===== config.mk =====
export PLATFORM = sky130hd
export DESIGN_NAME = parking_gate_arbiter
export DESIGN_NICKNAME = d
export VERILOG_FILES = /design/src/rtl/parking_pkg.sv /design/src/rtl/parking_lane_fsm.sv /design/src/rtl/parking_gate_arbiter.sv
export SDC_FILE = /design/constraint.sdc
export NUM_CORES = 1
export LEC_CHECK = 0
export ABC_AREA = 1
export BUFFER_PORTS_ARGS = -buffer_cell sky130_fd_sc_hd__clkbuf_2
export CAP_MARGIN = 20
export CORE_ASPECT_RATIO = 1.2
export CORE_MARGIN = 2
export CORE_UTILIZATION = 40
export CTS_CLUSTER_DIAMETER = 30
export DETAILED_ROUTE_END_ITERATION = 12
export HOLD_SLACK_MARGIN = 0.08
export SLEW_MARGIN = 20
export SYNTH_ARGS = -nofsm -noshare
export SYNTH_HDL_FRONTEND = slang
export SYNTH_SLANG_ARGS = --single-unit

===== constraint.sdc =====
create_clock -name clk -period 6.5 [get_ports clk]
set_clock_uncertainty 0.2 [all_clocks]
set_input_delay 0.65 -clock clk [delete_from_list [all_inputs] [get_ports clk]]
set_output_delay 0.65 -clock clk [all_outputs]
set_load 0.05 [all_outputs]

===== src/rtl/parking_pkg.sv =====
// parking_pkg: lane state encoding, default sizing and a small helper shared by the
// parking gate arbiter and its lane FSMs.
package parking_pkg;

  typedef enum logic [1:0] {
    IDLE  = 2'd0,
    OPEN  = 2'd1,
    CLOSE = 2'd2
  } lane_state_e;

  localparam int unsigned DEF_CAPACITY     = 15;
  localparam int unsigned DEF_GATE_TIMEOUT = 8;

  // Number of set bits in a two-lane vector.
  function automatic logic [1:0] popcount2(input logic [1:0] v);
    return {1'b0, v[0]} + {1'b0, v[1]};
  endfunction

endpackage


===== src/rtl/parking_lane_fsm.sv =====
// parking_lane_fsm: one entry-lane barrier controller (IDLE/OPEN/CLOSE) with open-time timer.
// Reports whether the lane can take a grant, and when its reservation is given back.
module parking_lane_fsm
  import parking_pkg::*;
#(
  parameter int unsigned GATE_TIMEOUT = DEF_GATE_TIMEOUT
) (
  input  logic clk,
  input  logic rst,
  input  logic grant,
  input  logic in_pulse,
  output logic gate_open,
  output logic idle,
  output logic rel_res,
  output logic tailgate
);

  localparam int unsigned TMR_W = (GATE_TIMEOUT > 1) ? $clog2(GATE_TIMEOUT) : 1;
  localparam logic [TMR_W-1:0] TMR_LOAD = TMR_W'(GATE_TIMEOUT - 1);

  lane_state_e      state_q, state_d;
  logic [TMR_W-1:0] timer_q, timer_d;
  logic             gate_open_q, gate_open_d;

  always_comb begin
    // NOTE: every next-state signal gets a default before the case so no path infers a latch.
    state_d = state_q;
    timer_d = timer_q;
    case (state_q)
      IDLE: begin
        if (grant) begin
          state_d = OPEN;
          timer_d = TMR_LOAD;
        end
      end
      OPEN: begin
        // A car arriving on the expiry cycle still counts as a proper entry.
        if (in_pulse || (timer_q == '0)) begin
          state_d = CLOSE;
          timer_d = '0;
        end else begin
          timer_d = timer_q - TMR_W'(1);
        end
      end
      CLOSE: begin
        state_d = IDLE;
      end
      default: begin
        state_d = IDLE;
        timer_d = '0;
      end
    endcase
    gate_open_d = (state_d == OPEN);
  end

  // NOTE: sequential state is updated with non-blocking assignments only.
  always_ff @(posedge clk or posedge rst) begin
    if (rst) begin
      state_q     <= IDLE;
      timer_q     <= '0;
      gate_open_q <= 1'b0;
    end else begin
      state_q     <= state_d;
      timer_q     <= timer_d;
      gate_open_q <= gate_open_d;
    end
  end

  assign gate_open = gate_open_q;
  assign idle      = (state_q == IDLE);
  assign rel_res   = (state_q == OPEN) && (in_pulse || (timer_q == '0));
  assign tailgate  = in_pulse && (state_q != OPEN);

endmodule


===== src/rtl/parking_gate_arbiter.sv =====
// parking_gate_arbiter: grants two entry lanes against free spaces and tracks occupancy
// and reservations. Define PARKING_ALARM_EN to build the sticky fault alarm.
module parking_gate_arbiter
  import parking_pkg::*;
#(
  parameter  int unsigned CAPACITY     = DEF_CAPACITY,
  parameter  int unsigned GATE_TIMEOUT = DEF_GATE_TIMEOUT,
  localparam int unsigned CNT_W        = $clog2(CAPACITY + 1)
) (
  input  logic             clk,
  input  logic             rst,
  input  logic [1:0]       req,
  input  logic [1:0]       in_pulse,
  input  logic             out_pulse,
  input  logic             sens_err,
  output logic [1:0]       gate_open,
  output logic [CNT_W-1:0] count,
  output logic             full,
  output logic             empty,
  output logic             alarm
);

  // Two guard bits keep the intermediate sums and differences from wrapping.
  localparam int unsigned  W     = CNT_W + 2;
  localparam logic [W-1:0] CAP_W = W'(CAPACITY);

  logic [CNT_W-1:0] count_q, count_d;
  logic [CNT_W-1:0] reserved_q, reserved_d;
  logic             rr_q, rr_d;

  logic [1:0]   lane_idle, rel_res, tailgate, elig, grant;
  logic [W-1:0] occ_res, free, res_sum, cnt_sum, cnt_limit;
  logic         underflow;

  for (genvar i = 0; i < 2; i++) begin : g_lane
    parking_lane_fsm #(
      .GATE_TIMEOUT(GATE_TIMEOUT)
    ) u_lane (
      .clk      (clk),
      .rst      (rst),
      .grant    (grant[i]),
      .in_pulse (in_pulse[i]),
      .gate_open(gate_open[i]),
      .idle     (lane_idle[i]),
      .rel_res  (rel_res[i]),
      .tailgate (tailgate[i])
    );
  end

  assign occ_res = {2'b00, count_q} + {2'b00, reserved_q};
  assign free    = CAP_W - occ_res;
  assign elig    = req & lane_idle;

  always_comb begin
    grant = 2'b00;
    rr_d  = rr_q;
    if (free >= W'(2)) begin
      grant = elig;
    end else if (free == W'(1)) begin
      // Only a contested last space consults and advances the pointer.
      if (elig == 2'b11) begin
        grant = rr_q ? 2'b10 : 2'b01;
        rr_d  = ~rr_q;
      end else begin
        grant = elig;
      end
    end
  end

  always_comb begin
    res_sum   = {2'b00, reserved_q} + W'(popcount2(grant)) - W'(popcount2(rel_res));
    cnt_sum   = {2'b00, count_q} + W'(popcount2(in_pulse));
    underflow = 1'b0;
    if (out_pulse) begin
      if (cnt_sum == '0) begin
        underflow = 1'b1;
      end else begin
        cnt_sum = cnt_sum - W'(1);
      end
    end
    // Entries through an open gate never reach this limit; only tailgaters are clipped.
    cnt_limit = CAP_W - res_sum;
    if (cnt_sum > cnt_limit) begin
      cnt_sum = cnt_limit;
    end
    reserved_d = res_sum[CNT_W-1:0];
    count_d    = cnt_sum[CNT_W-1:0];
  end

  always_ff @(posedge clk or posedge rst) begin
    if (rst) begin
      count_q    <= '0;
      reserved_q <= '0;
      rr_q       <= 1'b0;
    end else begin
      count_q    <= count_d;
      reserved_q <= reserved_d;
      rr_q       <= rr_d;
    end
  end

  assign count = count_q;
  assign full  = (occ_res == CAP_W);
  assign empty = (count_q == '0);

`ifdef PARKING_ALARM_EN
  logic alarm_q, alarm_d;

  always_comb begin
    alarm_d = alarm_q | underflow | (|tailgate) | sens_err;
  end

  always_ff @(posedge clk or posedge rst) begin
    if (rst) begin
      alarm_q <= 1'b0;
    end else begin
      alarm_q <= alarm_d;
    end
  end

  assign alarm = alarm_q;
`else
  logic unused_fault;
  assign unused_fault = ^{underflow, tailgate, sens_err};
  assign alarm        = 1'b0;
`endif

endmodule


==> results of run 1 <==
## registers in the layout (all words and copies together) (netlist names)
signal,cells
reserved_q,4
g_lane.u_lane.timer_q,6
rr_q,1
g_lane.u_lane.gate_open,2
count,4
g_lane.u_lane.state_q,4
## cell type report
| cell class | count | area (um2) | share of cell area |
|---|---|---|---|
| Clock inverter | 1 | 5.005 | 0.002596 |
| Inverter | 40 | 150.1 | 0.07787 |
| Multi-Input combinational cell | 156 | 1066 | 0.5529 |
| Timing Repair Buffer | 14 | 70.07 | 0.03634 |
| Sequential cell | 21 | 525.5 | 0.2726 |
| Clock buffer | 3 | 41.29 | 0.02141 |
| Tap cell | 56 | 70.07 | 0.03634 |
## worst min path at each step
stage	to	cells past startpoint	from	slack [ns]
floorplan	g_lane[0].u_lane.timer_q[1]	2	g_lane[0].u_lane.timer_q[1]	0.26
global placement	g_lane[0].u_lane.timer_q[1]	2	g_lane[0].u_lane.timer_q[1]	0.28
detailed placement	g_lane[0].u_lane.timer_q[1]	2	g_lane[0].u_lane.timer_q[1]	0.29
CTS	g_lane[0].u_lane.timer_q[1]	2	g_lane[0].u_lane.timer_q[1]	0.31
global route	g_lane[0].u_lane.timer_q[1]	2	g_lane[0].u_lane.timer_q[1]	0.32
finish	g_lane[0].u_lane.gate_open	2	rst	0.30
## cells in the mapped netlist
master / n
nand2_1: 50
inv_1: 40
ha_1: 23
dfrtp_1: 21
nand3_1: 17
nor2_1: 17
a21oi_1: 9
fa_1: 5
xnor2_1: 4
xor2_1: 4
buf_4: 3
nand2_4: 3
nand3_2: 3
or2_0: 3
nand2_2: 2
nand4_2: 2
nor2_2: 2
o21ai_0: 2
o21ai_1: 2
and2_1: 1
conb_1: 1
nand3b_1: 1
nor3b_2: 1
nor4_1: 1
o211ai_2: 1
or2_4: 1
xnor2_2: 1
## cell families after synthesis
| family | after synthesis |
|---|---|
| simple gates | 104 |
| buf+inv | 43 |
| fa+ha+maj | 28 |
| flops | 21 |
| compound gates | 14 |
| xor+xnor | 9 |
| other cells | 1 |
## routing by layer
metal	vias to the layer above	track usage	part of all wire	routed length, um
met5	-	0	0	0
met4	0	0.06383	0.022	67
met3	5	0.01320	0.013	38
met2	14	0.2458	0.52	1552
met1	586	0.1599	0.45	1347
li1	708	-	-	-
## metrics by stage
| step | area [um2] | setup WS [ns] | instances | hold slack (ns) | util |
|---|---|---|---|---|---|
| 2_1_floorplan | 1764 | 1.566 | 220 | 0.2620 | - |
| 3_5_place_dp | 1882 | 1.465 | 287 | 0.2887 | 0.4416 |
| 6_report | 1928 | 1.478 | 291 | 0.3006 | 0.4524 |
| 3_3_place_gp | 1882 | 1.459 | 287 | 0.2820 | 0.4416 |
| 4_1_cts | 1928 | 1.435 | 291 | 0.3062 | 0.4524 |
| 5_1_grt | 1928 | 1.031 | 291 | 0.3242 | 0.4524 |
==> impl_metrics.toml, run 1 <==
[flow_run]
max-cap-violations = 0

[die]
die_area_mm2 = 0.004960
chipWidth_um = 64.63
core_area_mm2 = 0.004262
boundaryPins = 17
placement_rows = 26
die_h_um = 76.75
initial_core_util = 0.4140

[finish]
layout.nets = 272
final.fill_count = 433
antenna-diode-count = 0
layout.cells.most_common = "nand2_1"
post_route_cells_drive_above_1_share = 0.1447
flow.area_growth_from_synthesis_pct = 9.291
layout.cells.most_common_list = "nand2_1, inv_1, ha_1"

[worst_setup_path]
worstPathBufferInverterCount = 1
critPathMostFrequentCell = "nand2_1"
critPathKind = "reg -> reg"
reg2reg_to = "count[1]"
highest_delay_cell_along_the_critical_path = "fa_1"
reg_to_reg_startpoint = "count[0]"
critPathLaunchType = "flop"
cp_data_arrival_time_ns = 5.03
number_of_cells_on_the_worst_reg_to_reg_path = 24
critical_path_required_ns = 6.51
timing.critical_path.to = "count[1]"
timing.critical_path.max_delay_family = "adder cells"
crit_path_max_fanout = 7
worst_setup_path_end_kind = "flop"
r2r_slack_ns = 1.48
cp_slowest_stage_delay_ns = 0.50
timing.critical_path.from = "count[0]"
crit_chain = "ha_1 > fa_1 > nand3_1 > nor2_1 > nand2_1 > nor2_2 > nand2_1 > nand3_2 > inv_1 > fa_1 > fa_1 > ha_1 > fa_1 > nand2_1 > nand2_1 > xnor2_1 > ha_1 > nand2_1 > nor2_1 > o21ai_1 > o211ai_2 > nand2_4 > or2_0 > nand2_1"
timing.critical_path.depth = 24

[synth]
synth_mux_area_frac = 0
synthesis.area_mm2 = 0.001764
synth_top_family_by_area = "simple AND/OR/NAND/NOR gates"
netlist.top_cell.by_area = "dfrtp_1"
netlist_instances = 220
yosys_warning_total = 0
synth_top_cell_area_share = 0.2979
syn_nets = 256
average_instance_area_after_synthesis_um2 = 8.019
synth_compound_area_frac = 0.04397
synth_cell_type_count = 27
synthAdderAreaFrac = 0.2199
seq_area_frac_synth = 0.2979
synthXorXnorAreaFrac = 0.04894
ys_seq_elements = 21
synthTopCellsByArea = "dfrtp_1, ha_1, nand2_1"
synth_simple_gate_area_frac = 0.2894

[clock_tree]
clock_sinks = 21
post_cts.resized_instances = 0
numCtsBuffers = 3
h-tree-depth = 1
post_cts_buffers = 0
tritoncts = "done"
holdBufCountCts = 0
worst_skew_pair_later_pin_latency_ns = 0.26
root_buffer = "clkbuf_8"
cts.clk_slew.worst_paths_ns = 0.08
clock_path_buffers = 2

[grt]
grt_start_max_net_pins = 22
first_pass_grt_wire_length_um = 5306
grt_use_total = 0.1365
antenna_violations_before_repair = 0
grt-ovfl-total = 0
first_global_vias = 1248

[placement]
dp_hpwl_um = 2503
gpl.final_weighted_congestion = 0.7916
port_buffers = 14

[timing]
timing.fmax_mhz = 199.1
post-route-period-util = 0.7726
setup_total_negative_slack_ns = 0
report.final.setup_viol = 0
period_needed_ns = 5.022
finalHoldViolCount = 0
rsz0062_at_grt = "no"
max_slew.worst_pin.slew_ns = 0.7791
report.final.slew_viol_count = 0
slew-limit-headroom = 0.4800

[routing]
drtPass1Iterations = 4
routed-via-count = 1313
ant_nets = 0
finalWirelength_um = 3005
detail_route.vias_per_cell = 4.512
route.detailed.drc = 0
drt_first_iter_violations = 40
route.detailed.wl_per_inst_um = 10.33

[hold_path]
worstHoldPathType = "in -> async"

[status]
run_status = "complete, no violations"
Power of run 1 is not shown: default switching activity piles up to over one toggle a cycle in this logic, so the estimate is an artifact.
==> inputs of run 2 (changes only) <==
clock period = 4.7 ns   (was 6.5 ns; I/O delays follow)
==> run 2 against run 1 <==
  * Global-route usage grew 0.81 points
  * Critical path depth is the same
  * Highest routed layer unchanged
  * Hold slack lost 0.18 ns
  * Maximum frequency grew 7.0%
  * Sequential cell count is the same
  * Register-to-register slack lost 1.5 ns
  * Sequential share of layout area shrank 1.9 points
  * First-iteration DRC count grew 7.5%
  * Worst setup slack lost 1.5 ns
  * Non-clock buffer count grew 13
==> impl_metrics.toml, run 2 (synthesized netlist as in run 1, its figures left out) <==
[status]
run_status = "complete, no violations"

[worst_setup_path]
critical_path_required_ns = 4.70
worst_setup_path_end_kind = "flop"
critPathLaunchType = "flop"
cp_data_arrival_time_ns = 4.69
critPathKind = "reg -> reg"
crit_path_max_fanout = 7

[placement]
gpl.final_weighted_congestion = 0.8180
dp_hpwl_um = 2564
port_buffers = 14
post_place_instance_area_mm2 = 0.001969

[clock_tree]
clock_sinks = 21
numCtsBuffers = 3
root_buffer = "clkbuf_8"
holdBufCountCts = 0
h-tree-depth = 1
cts.clk_slew.worst_paths_ns = 0.07
tritoncts = "done"
clock_path_buffers = 2
worst_skew_pair_later_pin_latency_ns = 0.26

[grt]
grt_start_max_net_pins = 22
grt_use_total = 0.1446
first_global_vias = 1449
grt-ovfl-total = 0
antenna_violations_before_repair = 0
first_pass_grt_wire_length_um = 5837

[die]
core_area_mm2 = 0.004262
placement_rows = 26
die_area_mm2 = 0.004960
die_h_um = 76.75
chipWidth_um = 64.63
boundaryPins = 17
initial_core_util = 0.4140

[routing]
finalWirelength_um = 3137
drtPass1Iterations = 4
route.detailed.drc = 0
route.detailed.wl_per_inst_um = 10.32
routed-via-count = 1427
ant_nets = 0
detail_route.vias_per_cell = 4.694
drt_first_iter_violations = 43

[timing]
rsz0062_at_grt = "yes"
period_needed_ns = 4.692
max_slew.worst_pin.slew_ns = 0.7649
setup_total_negative_slack_ns = 0
post-route-period-util = 0.9984
report.final.slew_viol_count = 0
timing.fmax_mhz = 213.1
report.final.setup_viol = 0
slew-limit-headroom = 0.4895
finalHoldViolCount = 0

[hold_path]
worstHoldPathType = "in -> async"

[flow_run]
max-cap-violations = 0

[finish]
flow.area_growth_from_synthesis_pct = 18.23
post_route_cells_drive_above_1_share = 0.2460
flip_flop_count_of_the_largest_register_all_copies_and_words_added = 6
antenna-diode-count = 0
layout.cells.most_common_list = "nand2_1, inv_1, ha_1"
registers.top_by_ff_count = "g_lane.u_lane.timer_q"
stdcell_area_mm2 = 0.002086
layout.cells.most_common = "nand2_1"
layout.nets = 285
[run 2: path summary, 6_finish.rpt]
check / start / end / slack, ns / cells after the start
max: count[0] / count[2] / 0.008 / 24
min: rst / rr_q / 0.12 / 2
max reg2reg: count[0] / count[2] / 0.008 / 24
min reg2reg: g_lane[0].u_lane.timer_q[1] / g_lane[0].u_lane.timer_q[1] / 0.31 / 2
max in group asynchronous: rst / count[0] / 3.65 / 2
min in group clk: g_lane[0].u_lane.timer_q[1] / g_lane[0].u_lane.timer_q[1] / 0.31 / 2
[run 2: critical path: stages, from the launching register on]
cell and delay (ns):
dfrtp_2 0.43, ha_4 0.17, fa_2 0.52, nand3_2 0.07, nor2_2 0.10, nand2_1 0.06, nor2_2 0.14, nand2_1 0.10
nand3_2 0.09, inv_2 0.04, fa_1 0.47, fa_2 0.42, ha_4 0.18, fa_2 0.34, nand2_1 0.07, nand2_1 0.06
xnor2_1 0.13, ha_1 0.31, nand2_2 0.08, nor2_4 0.10, o21ai_2 0.07, o211ai_2 0.09, nand2_4 0.10, or2_0 0.23
nand2_1 0.06
[run 2: layout make-up]
type	count	area [um2]
Inverter	40	150.1
Clock buffer	3	41.29
Clock inverter	1	5.005
Fill cell	428	2176
Multi-Input combinational cell	156	1124
Timing Repair Buffer	27	167.7
Tap cell	56	70.07
Sequential cell	21	528.0
[run 2: per-stage QoR]
step | cells | setup slack [ns] | util | hold slack [ns]
after global placement | 296 | -0.05571 | 0.4621 | 0.2814
after global routing | 304 | -0.2884 | 0.4894 | 0.2130
after detailed placement | 296 | -0.02462 | 0.4621 | 0.2941
after CTS | 303 | 0.01223 | 0.4824 | 0.1591
after floorplan | 220 | 0.03524 | - | 0.2464
final | 304 | 0.007676 | 0.4894 | 0.1221
[run 2: per-layer routing]
| layer | wire length [um] | track usage | vias up |
|---|---|---|---|
| met3 | 47 | 0.01026 | 6 |
| met1 | 1422 | 0.1715 | 663 |
| met4 | 73 | 0.06170 | 0 |
| met5 | 0 | 0 | - |
| li1 | - | - | 737 |
| met2 | 1594 | 0.2635 | 21 |
[run 2: timing repair]
item	CTS	global route
setup buffers	3	1
pin swaps	9	19
gates resized for setup	4	8
gates cloned	0	0
setup endpoints to repair	4	4
Power of run 2 is left out for the same reason.
==> inputs of run 3 (changes only) <==
CAP_MARGIN = default   (was 20)
CORE_UTILIZATION = 45   (was 40)
==> run 3 against run 2 <==
  * First-iteration DRC count up 14%
  * Sequential share of layout area decreased by 0.27 points
  * Global-route usage increased by 2.5 points
  * Via count is 0.84% lower
  * Critical path type unchanged
  * Critical endpoint is now count[1]
  * Highest routed layer unchanged
==> impl_metrics.toml, run 3 (synthesized netlist as in run 1, its figures left out) <==
[finish]
post_route_cells_drive_above_1_share = 0.2530
flow.area_growth_from_synthesis_pct = 19.50
registers.top_by_ff_count = "g_lane.u_lane.timer_q"
stdcell_area_mm2 = 0.002108
antenna-diode-count = 0
layout.cells.most_common_list = "nand2_1, inv_1, ha_1"
layout.nets = 286
finish.cell_count_without_fillers = 301
layout.cells.most_common = "nand2_1"
flip_flop_count_of_the_largest_register_all_copies_and_words_added = 6

[worst_setup_path]
cp_data_arrival_time_ns = 4.69
worst_setup_path_end_kind = "flop"
critPathMostFrequentCell = "nor2_1"
highest_delay_cell_along_the_critical_path = "fa_1"
critPathKind = "reg -> reg"
cp_slowest_stage_delay_ns = 0.48
crit_path_max_fanout = 7
critical_path_required_ns = 4.70
critPathLaunchType = "flop"

[routing]
drtPass1Iterations = 4
finalWirelength_um = 3218
routed-via-count = 1415
route.detailed.drc = 0
ant_nets = 0
route.detailed.wl_per_inst_um = 10.69
drt_first_iter_violations = 49
detail_route.vias_per_cell = 4.701

[grt]
grt_start_max_net_pins = 22
first_global_vias = 1388
first_pass_grt_wire_length_um = 5754
antenna_violations_before_repair = 0
grt_use_total = 0.1699
grt-ovfl-total = 0

[placement]
post_place_instance_area_mm2 = 0.001972
port_buffers = 14
place_worst_setup_slack_ns = -0.08986
post_place_cells = 293
dp_hpwl_um = 2587
gpl.final_weighted_congestion = 0.7877

[timing]
report.final.slew_viol_count = 0
slew-limit-headroom = 0.4880
setup_slack_ns = 0.01149
rsz0062_at_grt = "yes"
period_needed_ns = 4.689
report.final.setup_viol = 0
timing.fmax_mhz = 213.3
post-route-period-util = 0.9976
max_slew.worst_pin.slew_ns = 0.7672
finalHoldViolCount = 0

[die]
chipWidth_um = 61.16
boundaryPins = 17
die_area_mm2 = 0.004439
die_h_um = 72.59
placement_rows = 24
initial_core_util = 0.4776
core_area_mm2 = 0.003694

[flow_run]
max-cap-violations = 0

[clock_tree]
holdBufCountCts = 0
h-tree-depth = 1
clock_sinks = 21
cts.clk_slew.worst_paths_ns = 0.08
numCtsBuffers = 3
tritoncts = "done"
worst_skew_pair_later_pin_latency_ns = 0.26
clock_path_buffers = 2
root_buffer = "clkbuf_8"

[status]
run_status = "complete, no violations"

[hold_path]
worstHoldPathType = "in -> async"
## run 3: area by class of cell
class / instances / area (um2)
clock inverter: 1 / 5.005
inverter: 40 / 150.1
sequential: 21 / 528.0
tap: 52 / 65.06
fill: 379 / 1585
timing repair buffer: 28 / 175.2
clock buffer: 3 / 41.29
multi-input combinational: 156 / 1144
## run 3: final timing paths
check	start	endpoint	slack, ns	depth (start not counted)
max in group asynchronous	rst	count[0]	3.66	2
setup / recovery	count[0]	count[1]	0.01	25
hold / removal	rst	g_lane[0].u_lane.timer_q[1]	0.12	2
min in group clk	g_lane[0].u_lane.timer_q[1]	g_lane[0].u_lane.timer_q[1]	0.30	2
setup reg to reg	count[0]	count[1]	0.01	25
hold reg to reg	g_lane[0].u_lane.timer_q[1]	g_lane[0].u_lane.timer_q[1]	0.30	2
## run 3: through the flow
step / TNS (ns) / hold WS, ns / utilization
5_1_grt: -0.8502 / 0.1945 / 0.5708
2_1_floorplan: 0 / 0.2464 / -
6_report: 0 / 0.1172 / 0.5708
4_1_cts: -0.01454 / 0.1460 / 0.5637
3_3_place_gp: -0.2678 / 0.2806 / 0.5339
3_5_place_dp: -0.2683 / 0.2897 / 0.5339
## run 3: worst max-delay path, delay by kind of cell (launching register included)
kind / cells / cell delay [ns]
AOI/OAI and AO/OA: 3 / 0.28
xor gates and xnor gates: 2 / 0.35
adders and majority gates: 6 / 2.02
buffers and inverters: 1 / 0.04
DFF: 1 / 0.44
and+or+nand+nor: 13 / 1.30
## run 3: per-layer routing
| metal | wire length [um] | share of wire | GRT usage |
|---|---|---|---|
| met1 | 1427 | 0.44 | 0.2148 |
| met2 | 1682 | 0.52 | 0.2955 |
| met3 | 49 | 0.015 | 0.01596 |
| met4 | 59 | 0.018 | 0.05797 |
| met5 | 0 | 0 | 0 |
## run 3: what timing repair did
item	in CTS	in global routing
setup endpoints to repair	4	4
pin swaps	18	16
buffers inserted	4	0
resized for setup	7	6
Power of run 3 is left out for the same reason.
